==> src/rtl/alu_pkg.sv <==
// Purpose: shared opcode, flag-index and writeback-entry definitions for the ALU writeback path.
// Latency: n/a (declarations only).
// Backpressure: n/a.
package alu_pkg;

    // Opcodes produced by the add/sub ALU; anything above ALU_OP_DEC is illegal.
    localparam logic [3:0] ALU_OP_ADD = 4'b0000;
    localparam logic [3:0] ALU_OP_INC = 4'b0001;
    localparam logic [3:0] ALU_OP_SUB = 4'b0010;
    localparam logic [3:0] ALU_OP_DEC = 4'b0011;

    // Bit positions inside the NZCV status register.
    localparam int FLAG_N = 3;
    localparam int FLAG_Z = 2;
    localparam int FLAG_C = 1;
    localparam int FLAG_V = 0;

    // Default destination tag width of the register file.
    localparam int ALU_TAG_W = 5;

    // Writeback entry layout at the default tag width: data in the upper bits, tag below.
    typedef struct packed {
        logic [31:0]          data;
        logic [ALU_TAG_W-1:0] rd;
    } alu_wb_entry_t;

endpackage

==> src/rtl/alu_wb_fifo.sv <==
// Purpose: generic synchronous FIFO with first-word fall-through off registered storage.
// Latency: a word pushed at edge k is visible on pop_dat_o in cycle k+1.
// Backpressure: push ignored when full, pop ignored when empty; no same-cycle full bypass.
module alu_wb_fifo #(
    parameter int DEPTH = 2,
    parameter int WIDTH = 37
) (
    input  logic                     clk,
    input  logic                     rst_n,
    input  logic                     push_i,
    input  logic [WIDTH-1:0]         push_dat_i,
    input  logic                     pop_i,
    output logic [WIDTH-1:0]         pop_dat_o,
    output logic                     full_o,
    output logic                     empty_o,
    output logic [$clog2(DEPTH):0]   count_o
);

    localparam int PTR_W = $clog2(DEPTH);

    logic [PTR_W-1:0] wr_ptr_q;
    logic [PTR_W-1:0] rd_ptr_q;
    logic [PTR_W:0]   count_q;
    logic [WIDTH-1:0] mem_q [DEPTH];
    logic             push_ok;
    logic             pop_ok;

    assign full_o    = (count_q == (PTR_W+1)'(DEPTH));
    assign empty_o   = (count_q == '0);
    assign count_o   = count_q;
    assign push_ok   = push_i && !full_o;
    assign pop_ok    = pop_i && !empty_o;
    assign pop_dat_o = mem_q[rd_ptr_q];

    // Pointer and occupancy tracking; pointers wrap naturally since DEPTH is a power of two.
    always_ff @(posedge clk) begin
        if (!rst_n) begin
            wr_ptr_q <= '0;
            rd_ptr_q <= '0;
            count_q  <= '0;
        end else begin
            if (push_ok) begin
                wr_ptr_q <= wr_ptr_q + PTR_W'(1);
            end
            if (pop_ok) begin
                rd_ptr_q <= rd_ptr_q + PTR_W'(1);
            end
            case ({push_ok, pop_ok})
                2'b10:   count_q <= count_q + (PTR_W+1)'(1);
                2'b01:   count_q <= count_q - (PTR_W+1)'(1);
                default: count_q <= count_q;
            endcase
        end
    end

    // Storage write; contents need no reset because readers qualify on occupancy.
    always_ff @(posedge clk) begin
        if (push_ok) begin
            mem_q[wr_ptr_q] <= push_dat_i;
        end
    end

endmodule

==> src/rtl/alu_wb_stage.sv <==
// Purpose: ALU writeback stage - NZCV flag register, illegal-op pulse, retire counter, result FIFO.
// Latency: result accepted at edge k appears on wb_* in cycle k+1; flags update the cycle after accept.
// Backpressure: alu_ready = FIFO not full (registered state only); wb side is valid/ready.
// Optional: define ALU_WB_STICKY_OV_EN to add ov_clr / ov_sticky sticky-overflow tracking.
module alu_wb_stage
    import alu_pkg::*;
#(
    parameter int DEPTH = 2,
    parameter int TAG_W = ALU_TAG_W,
    parameter int CNT_W = 16
) (
    input  logic             clk,
    input  logic             rst_n,
    input  logic             alu_valid,
    output logic             alu_ready,
    input  logic [3:0]       alu_op,
    input  logic [31:0]      alu_out,
    input  logic             alu_carryout,
    input  logic             alu_overflow,
    input  logic             alu_zero,
    input  logic             alu_n,
    input  logic [TAG_W-1:0] alu_rd,
    output logic             wb_valid,
    input  logic             wb_ready,
    output logic [31:0]      wb_data,
    output logic [TAG_W-1:0] wb_rd,
`ifdef ALU_WB_STICKY_OV_EN
    input  logic             ov_clr,
    output logic             ov_sticky,
`endif
    output logic [3:0]       flags,
    output logic             err_illegal,
    output logic [CNT_W-1:0] retire_cnt
);

    // Entry layout matches alu_wb_entry_t but follows this instance's tag width.
    typedef struct packed {
        logic [31:0]      data;
        logic [TAG_W-1:0] rd;
    } entry_t;

    localparam int ENTRY_W = $bits(entry_t);

    entry_t                 push_ent;
    entry_t                 head_ent;
    logic [ENTRY_W-1:0]     head_raw;
    logic                   fifo_full;
    logic                   fifo_empty;
    logic [$clog2(DEPTH):0] fifo_count;

    logic                   accept;
    logic                   op_legal;
    logic                   push;
    logic                   pop;

    logic [3:0]             flags_d;
    logic [3:0]             flags_q;
    logic                   err_illegal_q;
    logic [CNT_W-1:0]       retire_cnt_q;

    assign accept   = alu_valid && alu_ready;
    assign op_legal = (alu_op <= ALU_OP_DEC);
    assign push     = accept && op_legal;
    assign pop      = wb_ready && !fifo_empty;

    assign push_ent.data = alu_out;
    assign push_ent.rd   = alu_rd;
    assign head_ent      = entry_t'(head_raw);

    alu_wb_fifo #(
        .DEPTH (DEPTH),
        .WIDTH (ENTRY_W)
    ) u_fifo (
        .clk        (clk),
        .rst_n      (rst_n),
        .push_i     (push),
        .push_dat_i (push_ent),
        .pop_i      (pop),
        .pop_dat_o  (head_raw),
        .full_o     (fifo_full),
        .empty_o    (fifo_empty),
        .count_o    (fifo_count)
    );

    assign alu_ready = !fifo_full;
    assign wb_valid  = (fifo_count != '0);
    // Head fields are masked so stale storage never leaks when nothing is pending.
    assign wb_data   = wb_valid ? head_ent.data : 32'h0;
    assign wb_rd     = wb_valid ? head_ent.rd   : '0;

    // Status bits are taken exactly as the ALU delivered them.
    always_comb begin
        flags_d         = '0;
        flags_d[FLAG_N] = alu_n;
        flags_d[FLAG_Z] = alu_zero;
        flags_d[FLAG_C] = alu_carryout;
        flags_d[FLAG_V] = alu_overflow;
    end

    // Flag register updates only on legal accepts; illegal ops leave it untouched.
    always_ff @(posedge clk) begin
        if (!rst_n) begin
            flags_q <= '0;
        end else if (push) begin
            flags_q <= flags_d;
        end
    end

    // One-cycle error pulse for each accepted illegal opcode.
    always_ff @(posedge clk) begin
        if (!rst_n) begin
            err_illegal_q <= 1'b0;
        end else begin
            err_illegal_q <= accept && !op_legal;
        end
    end

    // Retire counter counts completed writeback handshakes and wraps at its width.
    always_ff @(posedge clk) begin
        if (!rst_n) begin
            retire_cnt_q <= '0;
        end else if (pop) begin
            retire_cnt_q <= retire_cnt_q + CNT_W'(1);
        end
    end

`ifdef ALU_WB_STICKY_OV_EN
    logic ov_sticky_q;

    // Sticky overflow: a new overflow in the same cycle as a clear keeps the bit set.
    always_ff @(posedge clk) begin
        if (!rst_n) begin
            ov_sticky_q <= 1'b0;
        end else if (push && alu_overflow) begin
            ov_sticky_q <= 1'b1;
        end else if (ov_clr) begin
            ov_sticky_q <= 1'b0;
        end
    end

    assign ov_sticky = ov_sticky_q;
`endif

    assign flags       = flags_q;
    assign err_illegal = err_illegal_q;
    assign retire_cnt  = retire_cnt_q;

endmodule

==> config.mk <==
export PLATFORM = sky130hd
export DESIGN_NAME = alu_wb_stage
export DESIGN_NICKNAME = d
export VERILOG_FILES = /design/src/rtl/alu_pkg.sv /design/src/rtl/alu_wb_fifo.sv /design/src/rtl/alu_wb_stage.sv
export SDC_FILE = /design/constraint.sdc
export NUM_CORES = 1
export LEC_CHECK = 0
export BUFFER_PORTS_ARGS = -buffer_cell sky130_fd_sc_hd__buf_4
export CORE_AREA = 2 2 95 97
export DETAILED_ROUTE_END_ITERATION = 8
export DIE_AREA = 0 0 97 99
export MAX_ROUTING_LAYER = met4
export PLACE_DENSITY_LB_ADDON = 0.05
export SLEW_MARGIN = 20
export SYNTH_ARGS = -nofsm -noshare
export SYNTH_HDL_FRONTEND = slang
export SYNTH_SLANG_ARGS = --single-unit
==> constraint.sdc <==
create_clock -name clk -period 2.69 [get_ports clk]
set_input_delay 0.1345 -clock clk [delete_from_list [all_inputs] [get_ports clk]]
set_output_delay 0.1345 -clock clk [all_outputs]
set_load 0.005 [all_outputs]
==> results.toml <==
[sta]
slew_headroom = 0.586
skew_ps = 10.1
timing_hold_violations_final = 0
grt_setup_unrepaired = "no"
drv_slew = 0
setup_viol = 0
layout_min_cycle_time_ps = 2030
clock.fmax_mhz = 491
tns_ps = 0
finalCritPeriodShare = 0.756
worst_pin_slew_ps = 621

[pwr]
seqPwrFrac = 0.516
p_int_uw = 2590
ir_drop_v = 0.000310
powerDensity_mw_per_mm2 = 620
clock_power_share = 0.297
switching_power_uw = 813
power.leakage_uw = 0.00214
p_sw_frac = 0.239
combinationalPowerShare = 0.187

[route]
route.detailed.drc = 0
first_iter_violations = 66
postRouteAntennaNets = 0
first_pass_iters = 4
routed-via-count = 2554
wl_um = 7270
wl_per_cell_um = 13.4
vias_per_cell = 4.72

[place]
io_buffers = 106
gp_congestion = 0.726
dp_hpwl_um = 4720

[clock_tree]
root_buffer = "clkbuf_8"
cts_buffers = 9
path_clk_slew_ps = 90
cts.htree.levels = 3
insertion_delay_ps = 350
post_cts_buffers = 0
clock_sinks = 100
tritoncts = "built"
cts-resized-gates = 0
cts.hold.buffers_added = 37
clock_path_buffers = 2

[cells_and_area]
final_common_cell = "buf_4"
finish.utilization = 0.642
num-fill-cells = 675
drive_gt1_frac = 0.303
syn2layout_area_growth_pct = 39.6
antennaDiodeCount = 0
final_cell_mix = "buf_4 (107), edfxtp_1 (74), mux2i_1 (45)"
fin_nets = 479

[setup_path]
cp_slowest_cell = "dfxtp_1"
max_stage_delay_ps = 520
cp_data_arrival_time_ps = 2090
cp.buffers_inverters = 1
worstPathCellList = "nand2b_1 -> nand3_2 -> nor2_4 -> buf_12"
crit_required_ps = 2750
path_max_fanout = 24
path_class = "reg -> reg"
critPathCaptureType = "flop"
critPathTopFamily = "simple AND/OR/NAND/NOR gates"
start_kind = "flop"
rrSetupSlack_ps = 660

[synthesis]
ys.flop_type = "edfxtp_1"
synth_area_mm2 = 0.00393
synth_cell_types = 27
avgSynthCellArea_um2 = 13.9
synth-seq-cells = 100
yosysWarnings = 0
syn_nets = 333
ys_seq_area_frac = 0.697
synth-edff-count = 74
async_flop_share = 0
postSynthCellCount = 282

[grt]
antenna_found_initial = 0
grtUsageTotal = 0.161
overflow = 0
grt_max_degree = 31
grt_pass1_wl_um = 11800
first_global_vias = 2489

[floorplan]
die_w_um = 97
ios = 109
fp-row-count = 34
die_height_um = 99
start_util = 0.460
core_mm2 = 0.00855
dieArea_mm2 = 0.00960

[run_status]
status = "finished, final reports clean"

[min_path]
hold_path_class = "in -> reg"

[run]
maxCapViolCount = 0
==> Yosys cell counts, types with 2 or more instances <==
master / n / area, um2
nor3_1: 4 / 20.0
mux2i_1: 45 / 450
nor2b_1: 4 / 25.0
nand2b_1: 5 / 31.3
inv_1: 4 / 15.0
nand4_1: 3 / 18.8
nor4_1: 3 / 18.8
xnor2_1: 6 / 52.6
ha_1: 2 / 25.0
o21ai_0: 3 / 15.0
xor2_1: 6 / 52.6
or3_1: 3 / 18.8
and2_1: 12 / 75.1
clkbuf_1: 7 / 26.3
nand3_1: 6 / 30.0
edfxtp_1: 74 / 2220
buf_2: 5 / 25.0
nand2_1: 11 / 41.3
nor2_1: 43 / 161
a21boi_0: 4 / 30.0
dfxtp_1: 26 / 521
==> cell type report <==
type,count,area (um2),share of cell area
Inverter,4,15.0,0.00274
Sequential cell,100,2740,0.500
Tap cell,108,135,0.0246
Clock inverter,5,83.8,0.0153
Multi-Input combinational cell,166,1150,0.209
Timing Repair Buffer,147,1230,0.225
Clock buffer,11,131,0.0239
==> final timing paths <==
kind,startpoint,end,cells past startpoint
hold / removal,alu_overflow,flags[0],3
setup reg to reg,u_fifo.count_o[0],u_fifo.mem_q[0][32],4
setup / recovery,u_fifo.count_o[0],u_fifo.mem_q[0][32],4
hold reg to reg,retire_cnt[15],retire_cnt[15],2
==> worst reg2reg max path: stages, from the launching register on <==
cell      delay [ps]
dfxtp_1          520
nand2b_1         250
nand3_2          250
nor2_4           470
buf_12           250
==> metrics by stage <==
step	setup slack [ps]	cell area [um2]	cells	total power [uW]	hold slack [ps]
3_5_place_dp	628	4900	488	2390	322
3_3_place_gp	664	4900	488	2390	319
2_1_floorplan	413	3940	282	2070	233
6_report	655	5490	541	3400	37.2
5_1_grt	468	5490	541	3570	32.9
4_1_cts	614	5490	541	3450	17.3
==> routing by layer <==
metal  vias to the layer above  routed length (um)  global-route usage  share of wire
li1                       1296                   -                   -              -
met1                      1169                3330               0.206           0.46
met2                        79                3450               0.254           0.47
met3                        10                 407              0.0340          0.056
met4                         0                  76              0.0618          0.010
met5                         -                   0                   -              0
==> registers in the layout, indices dropped and copies added (netlist names), named ones only <==
name             count
u_fifo.mem_q        74
retire_cnt          16
flags                4
u_fifo.count_o       2
err_illegal          1
u_fifo.rd_ptr_q      1
u_fifo.wr_ptr_q      1
==> power groups by stage <==
stage | logic, uW | registers (uW) | clock network [uW]
3_3_place_gp | 600 | 1790 | 0
3_5_place_dp | 604 | 1790 | 0
2_1_floorplan | 323 | 1750 | 0
6_report | 635 | 1750 | 1010
4_1_cts | 648 | 1760 | 1050
5_1_grt | 704 | 1760 | 1110
==> cells by family after synthesis <==
kind of cell | share of synthesized area
flops | 0.697
mux | 0.115
simple gates | 0.117
fa+ha+maj | 0.00636
compound gates | 0.0210
xor+xnor | 0.0267
buf+inv | 0.0169
Power figures use the tool's default switching activity.
